File: src/rtl/pipeline_hazard_ctrl.sv
// Hazard/redirect controller for a 5-stage, non-forwarding pipeline.
// A 3-slot destination scoreboard drives stalls; MEM-resolved redirects squash the wrong path.
module pipeline_hazard_ctrl #(
  parameter int WB_BYPASS = 0,
  parameter int CNT_W     = 16
) (
  input  logic             CLK,
  input  logic             RST,
  input  logic [4:0]       IDRs,
  input  logic [4:0]       IDRt,
  input  logic             IDUsesRs,
  input  logic             IDUsesRt,
  input  logic             IDRegWrite,
  input  logic [4:0]       IDDest,
  input  logic             MEMBranchTaken,
  input  logic             MEMJump,
  output logic             PCWrite,
  output logic             IFIDWrite,
  output logic             IFIDFlush,
  output logic             IDEXBubble,
  output logic             EXMEMFlush,
  output logic [CNT_W-1:0] StallCount,
  output logic [CNT_W-1:0] FlushCount
);

  localparam int SLOTS    = 3;
  localparam int SLOT_EX  = 0;
  localparam int SLOT_MEM = 1;
  localparam int SLOT_WB  = 2;

  logic [SLOTS-1:0] sb_valid_reg;
  logic [SLOTS-1:0] sb_valid_next;
  logic [4:0]       sb_dest_reg  [SLOTS];
  logic [4:0]       sb_dest_next [SLOTS];

  logic [SLOTS-1:0] rs_hit;
  logic [SLOTS-1:0] rt_hit;
  logic             rs_hazard;
  logic             rt_hazard;
  logic             hazard;
  logic             redirect;
  logic             stall;

  logic [CNT_W-1:0] stall_count_reg;
  logic [CNT_W-1:0] stall_count_next;
  logic [CNT_W-1:0] flush_count_reg;
  logic [CNT_W-1:0] flush_count_next;

  // With a write-through register file the WB slot can never cause a hazard.
  genvar gi;
  generate
    for (gi = 0; gi < SLOTS; gi++) begin : g_slot_cmp
      localparam bit CHECKED = (gi != SLOT_WB) || (WB_BYPASS == 0);
      assign rs_hit[gi] = CHECKED && sb_valid_reg[gi] && (sb_dest_reg[gi] == IDRs);
      assign rt_hit[gi] = CHECKED && sb_valid_reg[gi] && (sb_dest_reg[gi] == IDRt);
    end
  endgenerate

  assign rs_hazard = IDUsesRs && (IDRs != 5'd0) && (|rs_hit);
  assign rt_hazard = IDUsesRt && (IDRt != 5'd0) && (|rt_hit);
  assign hazard    = rs_hazard || rt_hazard;
  assign redirect  = MEMBranchTaken || MEMJump;
  // The ID instruction is squashed on a redirect, so it must not also stall.
  assign stall     = hazard && !redirect;

  always_comb begin
    PCWrite    = !stall;
    IFIDWrite  = !stall;
    IFIDFlush  = redirect;
    IDEXBubble = stall || redirect;
    EXMEMFlush = redirect;
    if (RST) begin
      PCWrite    = 1'b0;
      IFIDWrite  = 1'b0;
      IFIDFlush  = 1'b1;
      IDEXBubble = 1'b1;
      EXMEMFlush = 1'b1;
    end
  end

  always_comb begin
    sb_valid_next          = sb_valid_reg;
    sb_dest_next[SLOT_EX]  = sb_dest_reg[SLOT_EX];
    sb_dest_next[SLOT_MEM] = sb_dest_reg[SLOT_MEM];
    sb_dest_next[SLOT_WB]  = sb_dest_reg[SLOT_WB];

    sb_valid_next[SLOT_WB] = sb_valid_reg[SLOT_MEM];
    sb_dest_next[SLOT_WB]  = sb_dest_reg[SLOT_MEM];

    sb_valid_next[SLOT_MEM] = sb_valid_reg[SLOT_EX] && !redirect;
    sb_dest_next[SLOT_MEM]  = sb_dest_reg[SLOT_EX];

    // r0 writes are architecturally discarded, so they never occupy a slot.
    sb_valid_next[SLOT_EX] = !stall && !redirect && IDRegWrite && (IDDest != 5'd0);
    sb_dest_next[SLOT_EX]  = IDDest;
  end

  always_comb begin
    stall_count_next = stall_count_reg;
    flush_count_next = flush_count_reg;
    if (stall && (stall_count_reg != {CNT_W{1'b1}})) begin
      stall_count_next = stall_count_reg + CNT_W'(1);
    end
    if (redirect && (flush_count_reg != {CNT_W{1'b1}})) begin
      flush_count_next = flush_count_reg + CNT_W'(1);
    end
  end

  always_ff @(posedge CLK) begin
    if (RST) begin
      sb_valid_reg    <= '0;
      stall_count_reg <= '0;
      flush_count_reg <= '0;
      for (int i = 0; i < SLOTS; i++) begin
        sb_dest_reg[i] <= 5'd0;
      end
    end else begin
      sb_valid_reg    <= sb_valid_next;
      stall_count_reg <= stall_count_next;
      flush_count_reg <= flush_count_next;
      for (int i = 0; i < SLOTS; i++) begin
        sb_dest_reg[i] <= sb_dest_next[i];
      end
    end
  end

  assign StallCount = stall_count_reg;
  assign FlushCount = flush_count_reg;

endmodule
File: config.mk
export PLATFORM = sky130hd
export DESIGN_NAME = pipeline_hazard_ctrl
export DESIGN_NICKNAME = d
export VERILOG_FILES = /design/src/rtl/pipeline_hazard_ctrl.sv
export SDC_FILE = /design/constraint.sdc
export NUM_CORES = 1
export LEC_CHECK = 0
export ABC_AREA = 0
export BUFFER_PORTS_ARGS = -buffer_cell sky130_fd_sc_hd__buf_2
export CORE_ASPECT_RATIO = 0.7
export CORE_MARGIN = 8
export CORE_UTILIZATION = 46
export DETAILED_ROUTE_END_ITERATION = 12
export HOLD_SLACK_MARGIN = 0.12
export PLACE_DENSITY = 0.74
export SLEW_MARGIN = 20
export SYNTH_ARGS = -nofsm -noshare
export SYNTH_HDL_FRONTEND = slang
export SYNTH_SLANG_ARGS = --single-unit
File: constraint.sdc
create_clock -name CLK -period 7.64 [get_ports CLK]
set_input_delay 2.292 -clock CLK [delete_from_list [all_inputs] [get_ports CLK]]
set_output_delay 2.292 -clock CLK [all_outputs]
set_load 0.03 [all_outputs]
==> results of run 1 <==
==> synthesized netlist by cell type <==
master                      instances  area [sq um]
sky130_fd_sc_hd__a211oi_1           6          45.0
sky130_fd_sc_hd__nand4_1            9          56.3
sky130_fd_sc_hd__or2_2              1          6.26
sky130_fd_sc_hd__xnor2_1           10          87.6
sky130_fd_sc_hd__o31ai_4            1          21.3
sky130_fd_sc_hd__dfxtp_1           50          1000
sky130_fd_sc_hd__nor3_1             6          30.0
sky130_fd_sc_hd__a2111oi_1          1          10.0
sky130_fd_sc_hd__buf_2              1          5.00
sky130_fd_sc_hd__and3_2             1          7.51
sky130_fd_sc_hd__mux2_2            10           113
sky130_fd_sc_hd__buf_6              2          22.5
sky130_fd_sc_hd__or4_1              3          22.5
sky130_fd_sc_hd__nand3_1           13          65.1
sky130_fd_sc_hd__a21oi_1            9          45.0
sky130_fd_sc_hd__o31a_1             3          26.3
sky130_fd_sc_hd__nand2_1           16          60.1
sky130_fd_sc_hd__a21o_1             1          7.51
sky130_fd_sc_hd__nor4_1             8          50.1
sky130_fd_sc_hd__buf_4              2          15.0
sky130_fd_sc_hd__clkbuf_1          10          37.5
sky130_fd_sc_hd__nor2b_1           29           181
sky130_fd_sc_hd__and3_4             1          11.3
sky130_fd_sc_hd__inv_1              4          15.0
sky130_fd_sc_hd__o31ai_1            1          7.51
sky130_fd_sc_hd__o21ai_1            2          10.0
sky130_fd_sc_hd__a211o_1            1          8.76
sky130_fd_sc_hd__a2111oi_2          1          15.0
sky130_fd_sc_hd__o31ai_2            1          12.5
sky130_fd_sc_hd__o211ai_1           4          30.0
sky130_fd_sc_hd__nor2_1            36           135
sky130_fd_sc_hd__o221ai_1           2          17.5
sky130_fd_sc_hd__and4_1             2          17.5
sky130_fd_sc_hd__and2_1             2          12.5
sky130_fd_sc_hd__o311ai_1           2          17.5
sky130_fd_sc_hd__o21ai_0            2          10.0
sky130_fd_sc_hd__a41oi_1            1          8.76
sky130_fd_sc_hd__and3_1             7          43.8
sky130_fd_sc_hd__xor2_1            33           289
sky130_fd_sc_hd__a2111oi_4          1          27.5
sky130_fd_sc_hd__ha_1               2          25.0
sky130_fd_sc_hd__mux2_1             3          33.8
==> power by group <==
part | switching [mW] | internal, mW
combinational | 0.0301 | 0.0187
clock | 0.0842 | 0.0977
sequential | 0.00658 | 0.265
==> per-stage QoR <==
stage / util / worst slack, ns / instance area [sq um] / cells
finish: 0.544 / 1.01 / 3090 / 427
floorplan: - / 1.25 / 2660 / 300
CTS: 0.544 / 0.980 / 3090 / 427
global route: 0.544 / 0.796 / 3090 / 427
global placement: 0.525 / 1.04 / 2980 / 419
detailed placement: 0.525 / 0.963 / 2980 / 419
==> routing by layer <==
metal	part of all wire	GRT usage	vias up
met1	0.49	0.193	1091
met5	0	0	-
met4	0.015	0.0559	0
li1	-	-	1156
met3	0.066	0.0516	8
met2	0.43	0.233	63
==> final cells by class <==
class                           instances  area (sq um)  share of cell area
Clock buffer                            6          72.6              0.0235
Clock inverter                          2          37.5              0.0122
Inverter                                4          15.0             0.00487
Multi-Input combinational cell        231          1570               0.508
Sequential cell                        50          1000               0.324
Tap cell                               75          93.8              0.0304
Timing Repair Buffer                   59           298              0.0965
==> worst max-delay path, stage by stage <==
cell and delay [ns]:
sky130_fd_sc_hd__buf_2 0.13, sky130_fd_sc_hd__xor2_1 0.19, sky130_fd_sc_hd__nor4_1 0.08, sky130_fd_sc_hd__and3_2 0.24, sky130_fd_sc_hd__o31ai_2 0.86, sky130_fd_sc_hd__a21oi_1 0.18
sky130_fd_sc_hd__nor2_1 0.14, sky130_fd_sc_hd__buf_2 0.22
==> cell families after synthesis <==
group                      count (synthesis)  synth area share
xor gates and xnor gates                  43             0.141
AOI/OAI and AO/OA                         39             0.120
DFF                                       50             0.376
adders and majority gates                  2           0.00939
buffers and inverters                     19            0.0357
and+or+nand+nor                          134             0.263
muxes                                     13            0.0550
==> worst min-delay path by stage <==
stage	from	end	slack (ns)	depth (start not counted)
after floorplan	sb_valid_reg[1]$_SDFF_PP0_	sb_valid_reg[2]$_SDFF_PP0_	0.44	1
after global placement	sb_valid_reg[1]$_SDFF_PP0_	sb_valid_reg[2]$_SDFF_PP0_	0.49	1
after detailed placement	sb_valid_reg[1]$_SDFF_PP0_	sb_valid_reg[2]$_SDFF_PP0_	0.49	1
after CTS	sb_valid_reg[1]$_SDFF_PP0_	sb_valid_reg[2]$_SDFF_PP0_	0.51	1
after global routing	sb_valid_reg[0]$_SDFF_PP0_	sb_valid_reg[1]$_SDFF_PP0_	0.52	1
final	sb_valid_reg[0]$_SDFF_PP0_	sb_valid_reg[1]$_SDFF_PP0_	0.51	1
==> impl_metrics.ini, run 1 <==
[setup_path]
reg2reg_to = StallCount[15]$_SDFFE_PP0P_
crit_path_launch_type = primary input
endpoint = IFIDWrite
worst-setup-path-type = primary input to output port
worstSetupEndpointType = output port
worstPathMaxFanout = 12
r2r_slack_ns = 5.05
reg2reg_from = StallCount[0]$_SDFFE_PP0P_
worstRegToRegCells = 7
critPathArrivalTime_ns = 4.34
cp-startpoint = IDRt[4]
worst_ep_required_time_ns = 5.35

[finish]
num_antenna_cells = 0
most_used_cells_in_the_layout_excluding_fill_and_tap_cells = sky130_fd_sc_hd__buf_2, sky130_fd_sc_hd__dfxtp_1, sky130_fd_sc_hd__nor2_1
layout.cells.most_common = sky130_fd_sc_hd__buf_2
final_layout_size_suffix_gt1_frac = 0.236
fillers = 552
number_of_nets_in_the_finished_design = 375
syn2layout_area_growth_pct = 15.8

[clock_network]
cts_resized = 0
htree_num_levels = 2
clock_path_buffers = 2
cts.hold.buffers_added = 0
clock_latency_ns = 0.30
tritoncts_num_sinks = 50
numCtsBuffers = 5
cts_setup_buffers = 0
clockRootBuffer = sky130_fd_sc_hd__clkbuf_8
clkSlewWorstSetupHoldPaths_ns = 0.09
tritoncts_clock_tree = built

[route]
initialDrtViolationCount = 110
drt-vias-per-instance = 5.43
vias_post_dr = 2318
detail_route.drc_violations = 0
ant_nets = 0
drt_wl_total_mm = 6.43
dr_pass1_iterations = 4
avgRoutedWirePerCell_um = 15.0

[floorplanning]
core.rowCount = 23
fp.dieArea_sq_mm = 0.00852
core-area_sq_mm = 0.00567
dieWidth_um = 107
io_pins = 59
initial_core_util = 0.470
die_y_um = 79.7

[sta]
final.setup.tns_ns = 0
finalHoldWorstSlack_ns = 0.511
post-route-period-util = 0.868
timing.final.setup_violations = 0
rsz0062_at_grt = false
final_hold_viol_count = 0
slew_headroom = 0.333
timing.final.crit_period_ns = 6.63
report.final.slew_viol_count = 0
finClkSkew_ns = 0.0163
max_slew.worst_pin.slew_ns = 0.995
max_clock_freq_ghz = 0.151

[synthesis]
synth_sequential_area_ratio = 0.376
synthesis.yosys.warnings = 0
ys_types = 42
ys_ff_latch = 50
synth_instances = 300
postSynthAreaPerCell_sq_um = 8.88
mappedNetlistNets = 324
syn_area_sq_mm = 0.00266

[placed_design]
place.gp.congestion = 0.927
hpwl_after_detailed_placement_mm = 4.91
port_buffers = 58

[grt]
grt_first_pass_wirelength_mm = 10.6
gr-usage-all-layers = 0.152
grt_start_max_net_pins = 63
number_of_global_route_vias_before_repair = 2251
grt_antenna_before_repair = 0
grt.overflow.total = 0

[power]
power_leakage_nw = 1.30
max-vdd-ir-drop_uv = 100
power.density_mw_per_mm2 = 163
finalPower_uw = 503

[min_path]
timing.hold.worst.class = register to register

[run_status]
outcome = complete, no violations

[run]
maxCapViolCount = 0
(Power assumes the default switching activity.)
==> inputs of run 2 (changes only) <==
Settings changed: CORE_MARGIN 8 to default.
==> impl_metrics.ini, run 2 (synthesis gave the netlist of run 1 again) <==
[run_status]
outcome = complete, no violations

[floorplanning]
initial_core_util = 0.494
die_y_um = 65.7
core.rowCount = 22
core-area_sq_mm = 0.00540
fp.dieArea_sq_mm = 0.00610
dieWidth_um = 93.0
io_pins = 59

[min_path]
worst_hold_endpoint = sb_valid_reg[2]$_SDFF_PP0_
timing.hold.worst.class = register to register
hold_depth = 1
hold_path_startpoint = sb_valid_reg[1]$_SDFF_PP0_

[finish]
final_layout_size_suffix_gt1_frac = 0.239
layout.cells.most_common = sky130_fd_sc_hd__buf_2
stdcell_area_sq_mm = 0.00309
syn2layout_area_growth_pct = 16.1
num_antenna_cells = 0
postLayoutCoreUtil = 0.573
number_of_nets_in_the_finished_design = 375
fillers = 507
most_used_cells_in_the_layout_excluding_fill_and_tap_cells = sky130_fd_sc_hd__buf_2, sky130_fd_sc_hd__dfxtp_1, sky130_fd_sc_hd__nor2_1

[setup_path]
critPathArrivalTime_ns = 4.37
worst_ep_required_time_ns = 5.35
r2r_slack_ns = 5.17
slowest_stage = sky130_fd_sc_hd__o31ai_2
path_cells = buf_2 > xor2_1 > nor4_1 > and3_2 > o31ai_2 > a21oi_1 > nor2_1 > buf_2
worstPathMaxFanout = 12
cp_num_buf_inv = 2
cp-startpoint = IDRt[0]
critPathTopFamily = compound AO/OA/AOI/OAI gates
crit_path_launch_type = primary input
worst_path_largest_cell_delay_ns = 0.92
reg2reg_from = StallCount[0]$_SDFFE_PP0P_
worstSetupEndpointType = output port
critical_path.most_common_cell = sky130_fd_sc_hd__buf_2
reg2reg_to = StallCount[15]$_SDFFE_PP0P_
critical_path_depth = 8
worst-setup-path-type = primary input to output port
worstRegToRegCells = 7

[run]
maxCapViolCount = 0

[route]
vias_post_dr = 2247
initialDrtViolationCount = 172
drt-vias-per-instance = 5.30
dr_pass1_iterations = 5
ant_nets = 0
detail_route.drc_violations = 0
avgRoutedWirePerCell_um = 13.8
drt_wl_total_mm = 5.84

[sta]
finalHoldWorstSlack_ns = 0.513
report.final.slew_viol_count = 0
slew_headroom = 0.276
timing.final.crit_period_ns = 6.66
final_hold_viol_count = 0
max_slew.worst_pin.slew_ns = 1.08
timing.final.setup_violations = 0
post-route-period-util = 0.872
rsz0062_at_grt = false
max_clock_freq_ghz = 0.150
finClkSkew_ns = 0.00861
final.setup.tns_ns = 0

[power]
power.density_mw_per_mm2 = 167
finalPower_uw = 517
power_leakage_nw = 1.31
max-vdd-ir-drop_uv = 100

[placed_design]
port_buffers = 58
placed_cell_area_sq_mm = 0.00297
place.gp.congestion = 0.906
hpwl_after_detailed_placement_mm = 4.39

[clock_network]
cts_setup_buffers = 0
tritoncts_clock_tree = built
cts_resized = 0
clock_latency_ns = 0.31
numCtsBuffers = 5
clkSlewWorstSetupHoldPaths_ns = 0.09
cts.hold.buffers_added = 0
clockRootBuffer = sky130_fd_sc_hd__clkbuf_8
tritoncts_num_sinks = 50
clock_path_buffers = 2
htree_num_levels = 2

[grt]
grt_antenna_before_repair = 0
number_of_global_route_vias_before_repair = 2100
grt_first_pass_wirelength_mm = 10.0
grt_start_max_net_pins = 45
grt.overflow.total = 0
gr-usage-all-layers = 0.207
[run 2: worst max-delay path by stage]
stage	to	slack [ns]
after floorplan	PCWrite	1.25
after global placement	PCWrite	1.04
after detailed placement	IFIDWrite	1.01
after CTS	IFIDWrite	1.02
after global routing	IFIDWrite	0.86
final	IFIDWrite	0.98
[run 2: power by group]
part	switching [mW]	total, mW	internal, mW
Combinational	0.0294	0.0479	0.0186
Clock	0.0889	0.197	0.108
Sequential	0.00670	0.272	0.265
Total	0.125	0.517	0.392
[run 2: area by class of cell]
| class | count | area [sq um] | area share |
|---|---|---|---|
| multi-input combinational | 231 | 1570 | 0.507 |
| sequential | 50 | 1000 | 0.324 |
| timing repair buffer | 59 | 298 | 0.0963 |
| tap | 72 | 90.1 | 0.0291 |
| clock buffer | 6 | 82.6 | 0.0267 |
| clock inverter | 2 | 38.8 | 0.0125 |
| inverter | 4 | 15.0 | 0.00485 |
[run 2: through the flow]
step | std cells | setup slack [ns]
after floorplan | 300 | 1.25
after global placement | 416 | 1.04
after detailed placement | 416 | 1.01
after CTS | 424 | 1.02
after global routing | 424 | 0.858
final | 424 | 0.979
[run 2: worst reg2reg max path: cells and delay by family (launching register included)]
family | cells | cell delay, ns
AO/OA/AOI/OAI | 2 | 0.55
adder cells (fa/ha/maj) | 1 | 0.22
flip-flops | 1 | 0.36
multiplexers | 1 | 0.36
AND/OR/NAND/NOR | 3 | 0.87
[run 2: layer usage]
layer / GRT usage / routed length, um / part of all wire / up-vias
li1: - / - / - / 1147
met1: 0.293 / 3000 / 0.51 / 1024
met2: 0.324 / 2510 / 0.43 / 65
met3: 0.0370 / 267 / 0.046 / 11
met4: 0.0577 / 72 / 0.012 / 0
met5: 0 / 0 / 0 / -
